File: config.mk
export PLATFORM = sky130hd
export DESIGN_NAME = muldiv_unit_flat
export DESIGN_NICKNAME = d
export VERILOG_FILES = /design/src/rtl/muldiv_if.sv /design/src/rtl/muldiv_unit.sv /design/src/flat_wrapper.sv
export SDC_FILE = /design/constraint.sdc
export NUM_CORES = 1
export LEC_CHECK = 0
export CAP_MARGIN = 20
export CORE_ASPECT_RATIO = 1.5
export CORE_UTILIZATION = 63
export CTS_CLUSTER_DIAMETER = 150
export DETAILED_ROUTE_END_ITERATION = 12
export GPL_TIMING_DRIVEN = 1
export PLACE_DENSITY = 0.87
export SLEW_MARGIN = 15
export SYNTH_ARGS = -nofsm -noshare
export SYNTH_HDL_FRONTEND = slang
export SYNTH_SLANG_ARGS = --single-unit
File: constraint.sdc
create_clock -name clk -period 6.5 [get_ports clk]
set_input_delay 0.65 -clock clk [delete_from_list [all_inputs] [get_ports clk]]
set_output_delay 0.65 -clock clk [all_outputs]
set_load 0.02 [all_outputs]
File: src/rtl/muldiv_if.sv
// Handshake and write-port bundle between the register file side and muldiv_unit.
// The master drives the request and operands; the slave (the unit) returns status and the write port.
interface muldiv_if;
    logic        start;
    logic [1:0]  op;
    logic [15:0] operand_a;
    logic [15:0] operand_b;
    logic [2:0]  dest;
    logic        busy;
    logic        done;
    logic [15:0] bus_w;
    logic [2:0]  addr_w;
    logic        en_w;

    modport master (
        output start, op, operand_a, operand_b, dest,
        input  busy, done, bus_w, addr_w, en_w
    );

    modport slave (
        input  start, op, operand_a, operand_b, dest,
        output busy, done, bus_w, addr_w, en_w
    );
endinterface

File: src/rtl/muldiv_unit.sv
// Iterative 16-bit unsigned multiply/divide unit: 16 shift-add or restoring-divide
// steps, then a single registered write-port cycle.
module muldiv_unit (
    input  logic     clk,
    input  logic     reset,
    muldiv_if.slave  bus
);

    typedef enum logic [1:0] {
        S_IDLE  = 2'd0,
        S_RUN   = 2'd1,
        S_WRITE = 2'd2
    } state_t;

    state_t      state_q, state_d;
    logic [3:0]  count_q, count_d;
    logic [1:0]  op_q, op_d;
    logic [2:0]  dest_q, dest_d;
    logic [15:0] addend_q, addend_d;
    logic [15:0] acc_hi_q, acc_hi_d;
    logic [15:0] acc_lo_q, acc_lo_d;
    logic        busy_q, busy_d;
    logic        done_q, done_d;
    logic        en_w_q, en_w_d;
    logic [15:0] bus_w_q, bus_w_d;
    logic [2:0]  addr_w_q, addr_w_d;

    logic [16:0] mul_sum;
    logic [15:0] mul_hi;
    logic [15:0] mul_lo;
    logic [16:0] div_shift;
    logic        div_ge;
    logic [15:0] div_rem;
    logic [15:0] div_quo;
    logic [15:0] step_hi;
    logic [15:0] step_lo;
    logic [15:0] result;

    // addend_q is the multiplicand for MUL and the divisor for DIV; acc_lo_q starts as
    // the multiplier (consumed LSB-first) or the dividend (consumed MSB-first).
    always_comb begin
        mul_sum   = {1'b0, acc_hi_q} + (acc_lo_q[0] ? {1'b0, addend_q} : 17'd0);
        mul_hi    = mul_sum[16:1];
        mul_lo    = {mul_sum[0], acc_lo_q[15:1]};

        div_shift = {acc_hi_q, acc_lo_q[15]};
        div_ge    = (div_shift >= {1'b0, addend_q});
        // The true difference is below the divisor, so 16-bit wrap-around subtraction is exact.
        div_rem   = div_ge ? (div_shift[15:0] - addend_q) : div_shift[15:0];
        div_quo   = {acc_lo_q[14:0], div_ge};

        step_hi   = op_q[1] ? div_rem : mul_hi;
        step_lo   = op_q[1] ? div_quo : mul_lo;

        case (op_q)
            2'b00:   result = mul_lo;
            2'b01:   result = mul_hi;
            2'b10:   result = div_quo;
            default: result = div_rem;
        endcase
    end

    always_comb begin
        state_d  = state_q;
        count_d  = count_q;
        op_d     = op_q;
        dest_d   = dest_q;
        addend_d = addend_q;
        acc_hi_d = acc_hi_q;
        acc_lo_d = acc_lo_q;
        busy_d   = busy_q;
        done_d   = 1'b0;
        en_w_d   = 1'b0;
        bus_w_d  = 16'h0000;
        addr_w_d = 3'd0;

        case (state_q)
            S_IDLE: begin
                if (bus.start) begin
                    op_d     = bus.op;
                    dest_d   = bus.dest;
                    addend_d = bus.op[1] ? bus.operand_b : bus.operand_a;
                    acc_lo_d = bus.op[1] ? bus.operand_a : bus.operand_b;
                    acc_hi_d = 16'h0000;
                    count_d  = 4'd0;
                    busy_d   = 1'b1;
                    state_d  = S_RUN;
                end
            end
            S_RUN: begin
                acc_hi_d = step_hi;
                acc_lo_d = step_lo;
                count_d  = count_q + 4'd1;
                // The last step's result goes straight into the output register.
                if (count_q == 4'd15) begin
                    state_d  = S_WRITE;
                    en_w_d   = 1'b1;
                    done_d   = 1'b1;
                    bus_w_d  = result;
                    addr_w_d = dest_q;
                end
            end
            S_WRITE: begin
                busy_d  = 1'b0;
                state_d = S_IDLE;
            end
            default: begin
                busy_d  = 1'b0;
                state_d = S_IDLE;
            end
        endcase
    end

    always_ff @(posedge clk or negedge reset) begin
        if (!reset) begin
            state_q  <= S_IDLE;
            count_q  <= 4'd0;
            op_q     <= 2'b00;
            dest_q   <= 3'd0;
            addend_q <= 16'h0000;
            acc_hi_q <= 16'h0000;
            acc_lo_q <= 16'h0000;
            busy_q   <= 1'b0;
            done_q   <= 1'b0;
            en_w_q   <= 1'b0;
            bus_w_q  <= 16'h0000;
            addr_w_q <= 3'd0;
        end else begin
            state_q  <= state_d;
            count_q  <= count_d;
            op_q     <= op_d;
            dest_q   <= dest_d;
            addend_q <= addend_d;
            acc_hi_q <= acc_hi_d;
            acc_lo_q <= acc_lo_d;
            busy_q   <= busy_d;
            done_q   <= done_d;
            en_w_q   <= en_w_d;
            bus_w_q  <= bus_w_d;
            addr_w_q <= addr_w_d;
        end
    end

    assign bus.busy   = busy_q;
    assign bus.done   = done_q;
    assign bus.en_w   = en_w_q;
    assign bus.bus_w  = bus_w_q;
    assign bus.addr_w = addr_w_q;

endmodule

File: src/flat_wrapper.sv
// flat-port wrapper written by rule: the top's interface ports become plain ports
module muldiv_unit_flat 
  (clk, reset, bus_start, bus_op, bus_operand_a, bus_operand_b, bus_dest, bus_busy, bus_done, bus_bus_w, bus_addr_w, bus_en_w);
  muldiv_if bus_i ();
  input  logic clk;
  input  logic reset;
  input wire logic [$bits(bus_i.start)-1:0] bus_start;
  input wire logic [$bits(bus_i.op)-1:0] bus_op;
  input wire logic [$bits(bus_i.operand_a)-1:0] bus_operand_a;
  input wire logic [$bits(bus_i.operand_b)-1:0] bus_operand_b;
  input wire logic [$bits(bus_i.dest)-1:0] bus_dest;
  output wire logic [$bits(bus_i.busy)-1:0] bus_busy;
  output wire logic [$bits(bus_i.done)-1:0] bus_done;
  output wire logic [$bits(bus_i.bus_w)-1:0] bus_bus_w;
  output wire logic [$bits(bus_i.addr_w)-1:0] bus_addr_w;
  output wire logic [$bits(bus_i.en_w)-1:0] bus_en_w;
  assign bus_i.start = bus_start;
  assign bus_i.op = bus_op;
  assign bus_i.operand_a = bus_operand_a;
  assign bus_i.operand_b = bus_operand_b;
  assign bus_i.dest = bus_dest;
  assign bus_busy = bus_i.busy;
  assign bus_done = bus_i.done;
  assign bus_bus_w = bus_i.bus_w;
  assign bus_addr_w = bus_i.addr_w;
  assign bus_en_w = bus_i.en_w;
  muldiv_unit u_core (.clk(clk), .reset(reset), .bus(bus_i));
endmodule
==> impl_metrics.py <==
metrics = {
    "power_and_ir_drop": {
        "power.leakage_uw": 0.003146,
        "p_clk_share_pct": 13.7,
        "ir_drop_mv": 0.3263,
        "combPwrFrac_pct": 63.3,
        "sw_frac_of_total_pct": 48.48,
        "p_seq_share_pct": 23.0,
        "p_int_uw": 2085,
        "power_switching_uw": 1962,
        "power_density_mw_per_mm2": 580.7,
    },
    "floorplanning": {
        "die_width_um": 81.60,
        "fp-row-count": 43,
        "die_h_um": 121.4,
        "fp.dieArea_sq_mm": 0.009905,
        "ioPinCount": 62,
        "fp.coreArea_sq_mm": 0.009254,
        "start_util_pct": 64.70,
    },
    "synth": {
        "syn_avg_cell_area_sq_um": 8.492,
        "seq_area_frac_synth_pct": 33.44,
        "synthCells": 705,
        "synthFlopType": "dfrtp_1",
        "ys_ff_latch": 80,
        "synthTopCellsByArea": "dfrtp_1 33%, mux2i_1 8.2%, ha_1 6.9%, nand2_1 5.3%, o21ai_0 5.2%",
        "synth.distinct_cells": 73,
        "async_flop_share_pct": 100.0,
        "synth_edf_count": 0,
        "synth.yosys.warnings": 0,
        "synth_area_leader_cell": "dfrtp_1",
        "synth_top_cell_area_share_pct": 33.44,
        "netlist_area_sq_mm": 0.005987,
        "synth_fp_nets": 780,
    },
    "clock_tree": {
        "clock-root-buffer": "clkbuf_16",
        "htree_levels": 3,
        "clk_path_buf_depth": 2,
        "postCtsSetupBuffers": 0,
        "clkSinkCount": 80,
        "cts_resized": 0,
        "cts_made_buffers": 9,
        "tritoncts": "built",
        "cts-hold-fix-buffers": 0,
        "clock_latency_ns": 0.34,
        "path_clk_slew_ns": 0.06,
    },
    "global_routing": {
        "grt_usage_pct": 36.43,
        "grt_overflow": 0,
        "grt_pass1_wl_mm": 27.30,
        "grt_pass1_vias": 5613,
        "antenna_found_initial": 0,
        "grt_start_max_net_pins": 81,
    },
    "setup_path": {
        "crit_path_top_delay_cell": "a211oi_1",
        "worstPathRequired_ns": 6.74,
        "cp-end-kind": "register",
        "path_class": "reg -> reg",
        "worst-r2r-cell-count": 11,
        "setup.worst_path.start": "u_core.acc_lo_q[15]",
        "crit_arrival_ns": 3.52,
        "crit_cells": 11,
        "path_cells": "inv_1 > ha_1 > inv_1 > fa_1 > a211oi_1 > o21ai_0 > a21boi_0 > o21ai_0 > xor2_1 > o211ai_1 > a211oi_1",
        "critPathCapture": "u_core.bus.bus_w[12]",
        "worstReg2RegEnd": "u_core.bus.bus_w[12]",
        "critPathBufInv": 2,
        "worst_path_largest_cell_delay_ns": 0.45,
        "ff2ff_setup_slack_ns": 3.22,
        "path_max_fanout": 3,
        "crit_family": "compound AO/OA/AOI/OAI gates",
        "rr_startpoint": "u_core.acc_lo_q[15]",
        "worstSetupStartpointType": "register",
    },
    "routing": {
        "wl_met1_mm": 6.707,
        "wire_per_inst_um": 19.58,
        "top_layer": "met4",
        "routed_wl_mm": 16.92,
        "wl_met3_mm": 1.166,
        "vias": 5739,
        "drt-pass1-iter-count": 6,
        "drcViolationCount": 0,
        "detail-route-antenna-nets": 0,
        "via_per_inst": 6.642,
        "drtIter0Drc": 592,
        "wl_met2_mm": 8.330,
    },
    "timing": {
        "setup_violations": 0,
        "fmax_mhz": 304.8,
        "hold_viol": 0,
        "whs_ns": 0.1818,
        "min_period_over_period_pct": 50.47,
        "finalCriticalPeriod_ns": 3.281,
        "tightest_slew_ns": 0.9415,
        "tns_ns": 0,
        "max_slew_margin_pct": 37.23,
        "drv_slew": 0,
        "rsz0062_at_grt": "no",
        "skew_ns": 0.007510,
    },
    "status": {
        "status": "completed",
    },
    "placement": {
        "dp_hpwl_mm": 12.12,
        "finalWeightedCongestion": 0.9857,
        "dpl_cell_area_sq_mm": 0.006610,
        "port_buffers": 61,
    },
    "hold_path": {
        "hold_path.class": "in -> async",
    },
    "finish": {
        "syn_to_final_growth_pct": 16.41,
        "antennaDiodeCount": 0,
        "drive_gt1_share_pct": 7.181,
        "fillers": 664,
        "stdcell_area_sq_mm": 0.006969,
        "finalNetCount": 822,
    },
    "flow_run": {
        "cap_violations": 0,
    },
}
-- worst min-delay path by stage --
stage | start | end | slack (ns) | depth (start not counted)
3_5_place_dp | u_core.dest_q[2] | u_core.dest_q[2] | 0.46 | 2
6_report | reset | u_core.acc_hi_q[14] | 0.18 | 1
3_3_place_gp | u_core.dest_q[2] | u_core.dest_q[2] | 0.45 | 2
5_1_grt | reset | u_core.acc_hi_q[14] | 0.20 | 1
2_1_floorplan | reset | u_core.acc_hi_q[0] | 0.35 | 0
4_1_cts | u_core.dest_q[2] | u_core.dest_q[2] | 0.47 | 2
-- cells in the final DEF, fill, tap and decap left out, drive strengths merged, types with 6 or more instances in the layout --
cell type / n
buf: 8
ha: 33
xnor2: 9
inv: 45
nor3: 15
xor2: 9
clkbuf: 10
a21oi: 48
o22ai: 6
o21ai: 65
and2: 19
mux2i: 49
and3: 9
clkdlybuf4s50: 59
a21o: 7
nand3: 11
o221ai: 7
or3: 8
a211oi: 13
dfrtp: 80
a221oi: 8
nor2b: 8
nand2: 84
a31oi: 7
nor2: 51
-- power groups by stage --
| stage | clock network (uW) | logic [uW] | registers, uW |
|---|---|---|---|
| after floorplan | 0 | 2000 | 819 |
| after global placement | 0 | 2380 | 910 |
| after detailed placement | 0 | 2460 | 920 |
| after CTS | 563 | 2500 | 914 |
| after global routing | 579 | 2790 | 944 |
| final | 556 | 2560 | 929 |
-- routing by layer --
| layer | vias to the layer above | track usage (%) |
|---|---|---|
| li1 | 2630 | - |
| met1 | 2757 | 46.68 |
| met2 | 286 | 58.07 |
| met3 | 66 | 6.090 |
| met4 | 0 | 18.86 |
| met5 | - | 0 |
-- final cells by class --
type                            instances  area (sq um)  area share (%)
Clock buffer                           10         239.0           3.429
Clock inverter                          6         92.59           1.329
Inverter                               46         172.7           2.478
Multi-Input combinational cell        543          3654           52.42
Sequential cell                        80          2003           28.74
Tap cell                              112         140.1           2.011
Timing Repair Buffer                   67         668.1           9.587
-- through the flow --
step	cells	utilization (%)	setup slack, ns	power [uW]
2_1_floorplan	705	-	3.855	2817
3_3_place_gp	847	71.40	3.304	3287
3_5_place_dp	847	71.43	3.408	3380
4_1_cts	863	75.01	3.341	3976
5_1_grt	864	75.31	3.076	4313
6_report	864	75.31	3.219	4047
-- cells in the mapped netlist (7+ instances only) --
master / n
nand2_1: 84
dfrtp_1: 80
o21ai_0: 62
nor2_1: 51
mux2i_1: 49
inv_1: 45
a21oi_1: 44
ha_1: 33
clkbuf_1: 25
and2_1: 19
nor3_1: 15
a211oi_1: 11
nand3_1: 11
xnor2_1: 9
xor2_1: 9
a221oi_1: 8
and3_1: 8
nor2b_1: 8
or3_1: 8
a21o_1: 7
-- sequential cells by signal (all words and copies together) (netlist names) --
signal	flops
u_core.bus.busy	1
u_core.state_q	2
u_core.addend_q	16
u_core.acc_hi_q	16
u_core.bus.bus_w	16
u_core.op_q	2
u_core.bus.done	1
u_core.acc_lo_q	16
u_core.bus.addr_w	3
u_core.count_q	4
u_core.dest_q	3
-- cell families (layout without fill, tap and decap cells) --
kind of cell,after synthesis,after routing,share of synthesized area (%)
buffers and inverters,82,129,5.580
adder cells (fa/ha/maj),35,35,7.565
multiplexers,53,53,8.945
flip-flops,80,80,33.44
AND/OR/NAND/NOR,230,230,18.58
AO/OA/AOI/OAI,207,207,23.26
XOR/XNOR,18,18,2.633
Power figures use the tool's default switching activity.
